File: config.mk
export PLATFORM = sky130hd
export DESIGN_NAME = rf_writeback_ctrl_flat
export DESIGN_NICKNAME = d
export VERILOG_FILES = /design/src/rtl/rf_writeback_ctrl_if.sv /design/src/rtl/rf_writeback_ctrl.sv /design/src/flat_wrapper.sv
export SDC_FILE = /design/constraint.sdc
export NUM_CORES = 1
export LEC_CHECK = 0
export CAP_MARGIN = 30
export CORE_MARGIN = 3
export CORE_UTILIZATION = 58
export CTS_BUF_LIST = sky130_fd_sc_hd__clkbuf_4 sky130_fd_sc_hd__clkbuf_8
export CTS_CLUSTER_SIZE = 40
export DETAILED_ROUTE_END_ITERATION = 12
export PLACE_DENSITY = 0.93
export SLEW_MARGIN = 20
export SYNTH_ARGS = -nofsm -noshare
export SYNTH_HDL_FRONTEND = slang
export SYNTH_SLANG_ARGS = --single-unit
File: constraint.sdc
create_clock -name clk -period 7 [get_ports clk]
set_clock_uncertainty 0.05 [all_clocks]
set_input_delay 1.05 -clock clk [delete_from_list [all_inputs] [get_ports clk]]
set_output_delay 1.05 -clock clk [all_outputs]
set_load 0.05 [all_outputs]
File: src/rtl/rf_writeback_ctrl_if.sv
// rf_writeback_ctrl_if
//   Bundles every signal between the register-file write-back controller and
//   its neighbours. The three producer streams, the decode query port and the
//   register-file write port are grouped here.
//   Handshake semantics for all streams:
//     a stream : a_valid alone qualifies a_index/a_data. It is always taken,
//                and there is no ready signal.
//     issue    : the op is recorded only in a cycle where issue_valid and
//                issue_ready are both high. issue_ready depends on the current
//                issue_index.
//     b stream : the result is transferred in a cycle where b_valid and
//                b_ready are both high. b_ready does not depend on b_valid.
//   Modports:
//     master : producers, decode and the register file (drive requests, see responses)
//     slave  : the controller itself
interface rf_writeback_ctrl_if #(
  parameter int XLEN  = 32,
  parameter int NREGS = 32
);
  localparam int IDX_W = $clog2(NREGS);

  logic             a_valid;
  logic [IDX_W-1:0] a_index;
  logic [XLEN-1:0]  a_data;
  logic             issue_valid;
  logic [IDX_W-1:0] issue_index;
  logic             issue_ready;
  logic             b_valid;
  logic [IDX_W-1:0] b_index;
  logic [XLEN-1:0]  b_data;
  logic             b_ready;
  logic [IDX_W-1:0] query_index1;
  logic [IDX_W-1:0] query_index2;
  logic             busy1;
  logic             busy2;
  logic             write_enable;
  logic [IDX_W-1:0] write_index;
  logic [XLEN-1:0]  write_data;
  logic             proto_error;

  modport master (
    output a_valid, a_index, a_data,
    output issue_valid, issue_index,
    output b_valid, b_index, b_data,
    output query_index1, query_index2,
    input  issue_ready, b_ready, busy1, busy2,
    input  write_enable, write_index, write_data, proto_error
  );

  modport slave (
    input  a_valid, a_index, a_data,
    input  issue_valid, issue_index,
    input  b_valid, b_index, b_data,
    input  query_index1, query_index2,
    output issue_ready, b_ready, busy1, busy2,
    output write_enable, write_index, write_data, proto_error
  );
endinterface

File: src/rtl/rf_writeback_ctrl.sv
// rf_writeback_ctrl
//   Write-side controller for the register file. It merges the single-cycle
//   result stream (a) and the long-latency result stream (b) onto the one
//   register-file write port. Stream a always has priority. Stream b results
//   wait in a small FIFO. A pending-register scoreboard marks destinations of
//   long-latency ops that are still in flight, so decode can stall on hazards.
// Ports
//   clk    : clock, all state changes on posedge
//   reset  : asynchronous, active-high
//   bus    : rf_writeback_ctrl_if.slave. It carries the a/issue/b streams,
//            the decode queries (busy1/2), the registered write port and the
//            sticky proto_error flag.
module rf_writeback_ctrl #(
  parameter int XLEN       = 32,
  parameter int NREGS      = 32,
  parameter int FIFO_DEPTH = 4
) (
  input  logic                clk,
  input  logic                reset,
  rf_writeback_ctrl_if.slave  bus
);
  localparam int IDX_W = $clog2(NREGS);
  localparam int PTR_W = $clog2(FIFO_DEPTH);
  localparam int CNT_W = $clog2(FIFO_DEPTH + 1);
  localparam int OUT_W = $clog2(NREGS + 1);

  // FIFO storage has no reset. Only the pointers and the count define
  // which entries are valid.
  logic [IDX_W-1:0] fifo_idx  [FIFO_DEPTH];
  logic [XLEN-1:0]  fifo_data [FIFO_DEPTH];
  logic [PTR_W-1:0] wr_ptr, rd_ptr;
  logic [CNT_W-1:0] count;
  logic             empty, full, push, pop;
  logic [IDX_W-1:0] head_idx;
  logic [XLEN-1:0]  head_data;

  logic [NREGS-1:0] pending, pending_next;
  logic [OUT_W-1:0] outstanding;

  logic             sel_valid;
  logic [IDX_W-1:0] sel_index;
  logic [XLEN-1:0]  sel_data;
  logic             proto_hit;

  logic             we_q;
  logic [IDX_W-1:0] wi_q;
  logic [XLEN-1:0]  wd_q;
  logic             proto_q;

  assign empty     = (count == '0);
  assign full      = (count == CNT_W'(FIFO_DEPTH));
  assign head_idx  = fifo_idx[rd_ptr];
  assign head_data = fifo_data[rd_ptr];

  // b_ready comes only from the count as it stood at the start of the cycle.
  // A pop in the same cycle therefore frees space no earlier than the next cycle.
  assign bus.b_ready = !reset && !full;
  assign push        = bus.b_valid && bus.b_ready;
  // The head drains only in cycles where the pipeline stream is idle.
  assign pop         = !bus.a_valid && !empty;

  // Arbitration: stream a first, then the FIFO head.
  always_comb begin
    sel_valid = 1'b0;
    sel_index = '0;
    sel_data  = '0;
    if (bus.a_valid) begin
      sel_valid = 1'b1;
      sel_index = bus.a_index;
      sel_data  = bus.a_data;
    end else if (!empty) begin
      sel_valid = 1'b1;
      sel_index = head_idx;
      sel_data  = head_data;
    end
  end

  always_comb begin
    outstanding = '0;
    for (int i = 0; i < NREGS; i++) begin
      outstanding = outstanding + OUT_W'(pending[i]);
    end
  end

  // Both terms use pending as it stands before this cycle's update. A register
  // cleared by a pop this cycle becomes issuable only in the next cycle.
  assign bus.issue_ready = !pending[bus.issue_index] &&
                           (outstanding < OUT_W'(FIFO_DEPTH));
  assign bus.busy1 = pending[bus.query_index1];
  assign bus.busy2 = pending[bus.query_index2];

  // The pop clear is applied before the issue set. The scoreboard never
  // tracks register 0.
  always_comb begin
    pending_next = pending;
    if (pop) begin
      pending_next[head_idx] = 1'b0;
    end
    if (bus.issue_valid && bus.issue_ready && (bus.issue_index != '0)) begin
      pending_next[bus.issue_index] = 1'b1;
    end
  end

  assign proto_hit = (push && !pending[bus.b_index]) ||
                     (bus.a_valid && (bus.a_index != '0) && pending[bus.a_index]);

  always_ff @(posedge clk) begin
    if (push) begin
      fifo_idx[wr_ptr]  <= bus.b_index;
      fifo_data[wr_ptr] <= bus.b_data;
    end
  end

  always_ff @(posedge clk or posedge reset) begin
    if (reset) begin
      wr_ptr  <= '0;
      rd_ptr  <= '0;
      count   <= '0;
      pending <= '0;
      proto_q <= 1'b0;
    end else begin
      if (push) wr_ptr <= wr_ptr + 1'b1;
      if (pop)  rd_ptr <= rd_ptr + 1'b1;
      case ({push, pop})
        2'b10:   count <= count + 1'b1;
        2'b01:   count <= count - 1'b1;
        default: count <= count;
      endcase
      pending <= pending_next;
      if (proto_hit) proto_q <= 1'b1;
    end
  end

  // When nothing is committed, write_index and write_data keep the last
  // committed value. A selected write to x0 is dropped, and its FIFO entry
  // is still consumed.
  always_ff @(posedge clk or posedge reset) begin
    if (reset) begin
      we_q <= 1'b0;
      wi_q <= '0;
      wd_q <= '0;
    end else begin
      we_q <= sel_valid && (sel_index != '0);
      if (sel_valid && (sel_index != '0)) begin
        wi_q <= sel_index;
        wd_q <= sel_data;
      end
    end
  end

  assign bus.write_enable = we_q;
  assign bus.write_index  = wi_q;
  assign bus.write_data   = wd_q;
  assign bus.proto_error  = proto_q;
endmodule

File: src/flat_wrapper.sv
// flat-port wrapper written by rule: the top's interface ports become plain ports
module rf_writeback_ctrl_flat 
#(
  parameter int XLEN       = 32,
  parameter int NREGS      = 32,
  parameter int FIFO_DEPTH = 4
)
  (clk, reset, bus_a_valid, bus_a_index, bus_a_data, bus_issue_valid, bus_issue_index, bus_b_valid, bus_b_index, bus_b_data, bus_query_index1, bus_query_index2, bus_issue_ready, bus_b_ready, bus_busy1, bus_busy2, bus_write_enable, bus_write_index, bus_write_data, bus_proto_error);
  rf_writeback_ctrl_if #(.XLEN(XLEN), .NREGS(NREGS)) bus_i ();
  input  logic clk;
  input  logic reset;
  input wire logic [$bits(bus_i.a_valid)-1:0] bus_a_valid;
  input wire logic [$bits(bus_i.a_index)-1:0] bus_a_index;
  input wire logic [$bits(bus_i.a_data)-1:0] bus_a_data;
  input wire logic [$bits(bus_i.issue_valid)-1:0] bus_issue_valid;
  input wire logic [$bits(bus_i.issue_index)-1:0] bus_issue_index;
  input wire logic [$bits(bus_i.b_valid)-1:0] bus_b_valid;
  input wire logic [$bits(bus_i.b_index)-1:0] bus_b_index;
  input wire logic [$bits(bus_i.b_data)-1:0] bus_b_data;
  input wire logic [$bits(bus_i.query_index1)-1:0] bus_query_index1;
  input wire logic [$bits(bus_i.query_index2)-1:0] bus_query_index2;
  output wire logic [$bits(bus_i.issue_ready)-1:0] bus_issue_ready;
  output wire logic [$bits(bus_i.b_ready)-1:0] bus_b_ready;
  output wire logic [$bits(bus_i.busy1)-1:0] bus_busy1;
  output wire logic [$bits(bus_i.busy2)-1:0] bus_busy2;
  output wire logic [$bits(bus_i.write_enable)-1:0] bus_write_enable;
  output wire logic [$bits(bus_i.write_index)-1:0] bus_write_index;
  output wire logic [$bits(bus_i.write_data)-1:0] bus_write_data;
  output wire logic [$bits(bus_i.proto_error)-1:0] bus_proto_error;
  assign bus_i.a_valid = bus_a_valid;
  assign bus_i.a_index = bus_a_index;
  assign bus_i.a_data = bus_a_data;
  assign bus_i.issue_valid = bus_issue_valid;
  assign bus_i.issue_index = bus_issue_index;
  assign bus_i.b_valid = bus_b_valid;
  assign bus_i.b_index = bus_b_index;
  assign bus_i.b_data = bus_b_data;
  assign bus_i.query_index1 = bus_query_index1;
  assign bus_i.query_index2 = bus_query_index2;
  assign bus_issue_ready = bus_i.issue_ready;
  assign bus_b_ready = bus_i.b_ready;
  assign bus_busy1 = bus_i.busy1;
  assign bus_busy2 = bus_i.busy2;
  assign bus_write_enable = bus_i.write_enable;
  assign bus_write_index = bus_i.write_index;
  assign bus_write_data = bus_i.write_data;
  assign bus_proto_error = bus_i.proto_error;
  rf_writeback_ctrl #(.XLEN(XLEN), .NREGS(NREGS), .FIFO_DEPTH(FIFO_DEPTH)) u_core (.clk(clk), .reset(reset), .bus(bus_i));
endmodule
* After elaboration in Yosys (flattened, before gate mapping)
Memory sizes are Yosys's and may differ from the RTL's. Index checks and enable logic that the tools add are counted. Widths: inputs -> output; s select.
Storage, ports and cells: register bits after elaboration 78, bits in latches 0, RAM bits 148, memory bits (read-only) 0, word-level logic and storage cells 109, memories 2
Cells by class: add/sub/neg operators 35, multipliers 0, divide/modulo/power cells 0, magnitude comparators 9, eq/ne operators 3, shift operators 0, mux-type cells 25, bitwise operators 3, reduce and logical (&&, ||, !) cells 24
Memory list:
- u_core.fifo_data | depth 4, width 32, read ports 1, clocked after memory_dff 0, write ports 1, RTL line rf_writeback_ctrl.sv:30 | logic [XLEN-1:0] fifo_data [FIFO_DEPTH];
- u_core.fifo_idx | depth 4, width 5, read ports 1, clocked after memory_dff 0, write ports 1, RTL line rf_writeback_ctrl.sv:29 | logic [IDX_W-1:0] fifo_idx [FIFO_DEPTH];
Operators with widths (number):
- $add 6x1->6 | 30
- $mux 32 | 4
- $lt 5x6->1 const B | 6
- $and 32x32->32 | 1
- $not 32->32 | 1
- $or 32x32->32 | 1
- $bmux 1 s5 | 5
- $reduce_bool 5->1 | 3
- $logic_and 1x1->1 | 12
- $mux 1 | 11
- $demux 1 s5 | 2
- $ge 5x1->1 const B | 2
- $mux 5 | 2
- $logic_not 1->1 | 6
- $lt 6x3->1 const B | 1
- $pmux 3 s2 | 1
- $add 2x1->2 const B | 2
- $add 3x1->3 const B | 1
- $eq 3x3->1 const B | 1
- $logic_not 3->1 | 1
- $sub 3x1->3 const B | 1
- $add 1x1->2 | 1
- $eq 2x1->1 const B | 1
- $eq 2x2->1 const B | 1
- 2 further kinds | 2

* Longest topological paths before layout
depth in word-level cells 36, mapped depth 17, gate-level depth less buffers 17

* Worst setup path before layout
Ideal clock, no wire load.
path kind register to output, from register u_core.pending[0], to output bus_issue_ready, arrival time 5.396 ns, required time 5.900 ns, path slack 0.504 ns, stages on the path, launching flop included 16, path buffers 0, cells stage by stage dfrtp_1 ha_1 inv_1 fa_1 fa_1 inv_1 fa_1 fa_1 fa_1 inv_1 fa_1 inv_1 ha_1 or4_1 a2111oi_2 and2_1
On the way: cells in the longest elaborated chain, start to end 33, elaborated cells on any way between the ends 36, classes of those cells 31 x add/sub; 1 x order compare; 2 x mux; 2 x reduce/logical
RTL lines:
- start: declaration | RTL line rf_writeback_ctrl.sv:37 | logic [NREGS-1:0] pending, pending_next;
- start signal: assignment | RTL line rf_writeback_ctrl.sv:129 | pending <= pending_next;
- $add 1x1->2 | RTL line rf_writeback_ctrl.sv:81 | outstanding = outstanding + OUT_W'(pending[i]);
- $add 6x1->6 (30 in series) | RTL line rf_writeback_ctrl.sv:81
- $lt 6x3->1 | RTL line rf_writeback_ctrl.sv:88 | (outstanding < OUT_W'(FIFO_DEPTH));
- $logic_and 1x1->1 (*) | RTL line rf_writeback_ctrl.sv:87 | assign bus.issue_ready = !pending[bus.issue_index] &&
- end: declaration | RTL line flat_wrapper.sv:22 | output wire logic [$bits(bus_i.issue_ready)-1:0] bus_issue_ready;
Every way passes the cells marked *; elsewhere a longest branch is shown, timed or not. The select of a mux whose other input is x is not followed.

* Worst setup path after layout
from register u_core.pending[1], to output bus_issue_ready
Same word-level chain as after synthesis.

==> flow_metrics.tcl <==
set metrics [dict create \
    status "completed" \
    netlist.area_leader.share_pct 40.8 \
    vias 7237 \
    cts_tree "done" \
    place_congestion 0.981 \
    met1_length_mm 9.82 \
    hold_class "register to register" \
    nNetsFinal 980 \
    power_density_nw_per_um2 574 \
    synth_nets 822 \
    worstPathRequired_ns 5.90 \
    synthArstFlopShare_pct 34.5 \
    wl_met2_mm 13.9 \
    fin_area_um2 13400 \
    drt-pass1-iter-count 5 \
    design.die.area_um2 20400 \
    synthCells 691 \
    hold_viol_final 0 \
    yosysTopAreaCell "edfxtp_1" \
    yosys_register_bits 226 \
    setup_viol 0 \
    vdd_drop_max_mv 0.919 \
    ys_seq_area_share_pct 58.8 \
    synthTopCellsByArea "edfxtp_1, dfrtp_1, mux4_2" \
    dp_slack_ns 0.197 \
    wl_met3_mm 2.71 \
    grt_overflow_total 0 \
    syn_to_final_growth_pct 23.0 \
    grt_pass1_wl_mm 42.8 \
    floorplan.core_area_um2 18200 \
    port_buffers 136 \
    drive_above_1_share_pct 24.4 \
    cp.arrival_ns 5.80 \
    yosysUniqueCellTypes 46 \
    grt_pass1_vias 7663 \
    fin_crit_sh_pct 98.5 \
    clk_latency_ns 0.54 \
    p_leak_nw 4.88 \
    min_delay_path_depth 2 \
    post_dp_cell_area_um2 12500 \
    max_freq_ghz 0.145 \
    synth_top_cells_by_count "edfxtp_1, mux4_2, dfrtp_1" \
    drv_cap 0 \
    via_per_inst 6.54 \
    postRouteAntennaNets 0 \
    grtUsageTotal_pct 27.6 \
    slew_headroom_pct 45.6 \
    numCtsBuffers 37 \
    worstMarginPinSlew_ns 0.816 \
    path_clk_slew_ns 0.06 \
    wl_per_cell_um 24.7 \
    r2r_slack_ns 0.94 \
    syn-mean-instance-area_um2 15.8 \
    nFillCells 1027 \
    setup_tns_ns 0 \
    grt_max_degree 48 \
    drt-total-wl_mm 27.4 \
    clock-sinks 226 \
    final_core_util_pct 73.5 \
    htreeDepth 2 \
    cp-end-kind "output port" \
    yosys_warnings 0 \
    timing.hold.ws_ns 0.457 \
    r2r_cells 18 \
    start_kind "register" \
    yosysMostFrequentCell "edfxtp_1" \
    die_w_um 143 \
    start_util_pct 59.8 \
    crit_path_max_fanout 7 \
    cts_root_buffer "clkbuf_8" \
    finalMaxSlewViolations 0 \
    antennaDiodeCount 0 \
    clock_path_buffers 3 \
    die_y_um 143 \
    hpwl_mm 17.9 \
    io_pins 137 \
    top_layer "met5" \
    holdBufCountCts 0 \
    setup_slack_ns 0.103 \
    finalCriticalPeriod_ns 6.90 \
    synth_edf_count 148 \
    drtIter0Drc 787 \
    drc 0 \
    synth-main-ff-cell "edfxtp_1" \
    worstSetupPathType "register to output port" \
    synth_area_um2 10900 \
    fp-row-count 49 \
    antenna_found_initial 2 \
]
-- kinds of logic (layout without fill, tap and decap cells) --
logic type | Yosys count | after routing | synth area share (%)
DFF | 226 | 226 | 58.8
adders and majority gates | 37 | 37 | 5.84
xor gates and xnor gates | 6 | 6 | 0.483
muxes | 93 | 93 | 18.0
and+or+nand+nor | 122 | 122 | 6.83
AOI/OAI and AO/OA | 122 | 122 | 6.60
buffers and inverters | 85 | 272 | 3.54
-- state kept, by name, summed over array words and instances, names as in the netlist --
register	cells
u_core.fifo_idx	20
u_core.bus.write_data	32
u_core.fifo_data	128
u_core.rd_ptr	2
u_core.wr_ptr	2
u_core.bus.write_index	5
u_core.bus.proto_error	1
u_core.count	3
u_core.pending	32
u_core.bus.write_enable	1
-- stage by stage --
step | instances | power, W
after global routing | 1107 | 0.00818
after CTS | 1102 | 0.00733
after detailed placement | 1033 | 0.00542
after floorplan | 691 | 0.00459
final | 1107 | 0.00768
after global placement | 1029 | 0.00562
-- where the power goes --
| part | switching, W | internal, W |
|---|---|---|
| logic | 0.00242 | 0.00212 |
| clock network | 0.000526 | 0.000657 |
| registers | 0.000267 | 0.00170 |
-- layout by cell type, fill, tap and decap left out, drive strengths merged, types with 7 or more instances in the layout --
master,netlist,final
buf,16,19
clkbuf,19,55
clkdlybuf4s50,0,135
clkinv,0,11
dfrtp,78,78
edfxtp,148,148
fa,23,23
ha,14,14
inv,50,51
mux2i,7,7
mux4,81,81
nand2,14,14
nand3b,7,7
nor2,39,39
nor3,33,33
o21ai,68,68
o22ai,36,36
-- what timing repair did --
action                                 in CTS  in global routing
endpoints found under the hold margin       0                  0
setup endpoints to repair                   1                  1
setup buffers                               1                  3
cloned                                      0                  0
resized for setup                           1                  7
pin swaps                                   1                  4
-- final timing paths --
kind / from / end
min in group asynchronous: reset / u_core.pending[13]
max in group asynchronous: reset / u_core.wr_ptr[0]
worst max-delay path: u_core.pending[1] / bus_issue_ready
worst max register to register: u_core.pending[1] / u_core.pending[21]
worst min-delay path: u_core.bus.write_data[29] / u_core.bus.write_data[29]
worst min register to register: u_core.bus.write_data[29] / u_core.bus.write_data[29]
-- metal layers --
metal | track usage, % | up-vias
li1 | - | 3014
met1 | 35.8 | 3658
met2 | 46.2 | 482
met3 | 6.16 | 79
met4 | 10.4 | 4
met5 | 0 | -
-- worst max-delay path: stages, from the launching register on --
cell	delay (ns)
dfrtp_2	0.46
ha_4	0.29
inv_2	0.04
fa_1	0.49
fa_1	0.41
inv_1	0.08
fa_1	0.44
fa_2	0.41
fa_1	0.50
inv_1	0.05
fa_1	0.52
inv_1	0.04
ha_1	0.27
or4_4	0.53
a2111oi_4	0.38
and2_4	0.22
buf_12	0.13
-- layout make-up --
type,instances,area (um^2),share of cell area (%)
sequential,226,6400,47.8
multi-input combinational,380,4150,31.0
clock inverter,13,97.6,0.729
timing repair buffer,154,1600,11.9
clock buffer,55,669,5.00
tap,229,287,2.14
inverter,50,189,1.41
Note: power is estimated with default switching activity, not from simulation.
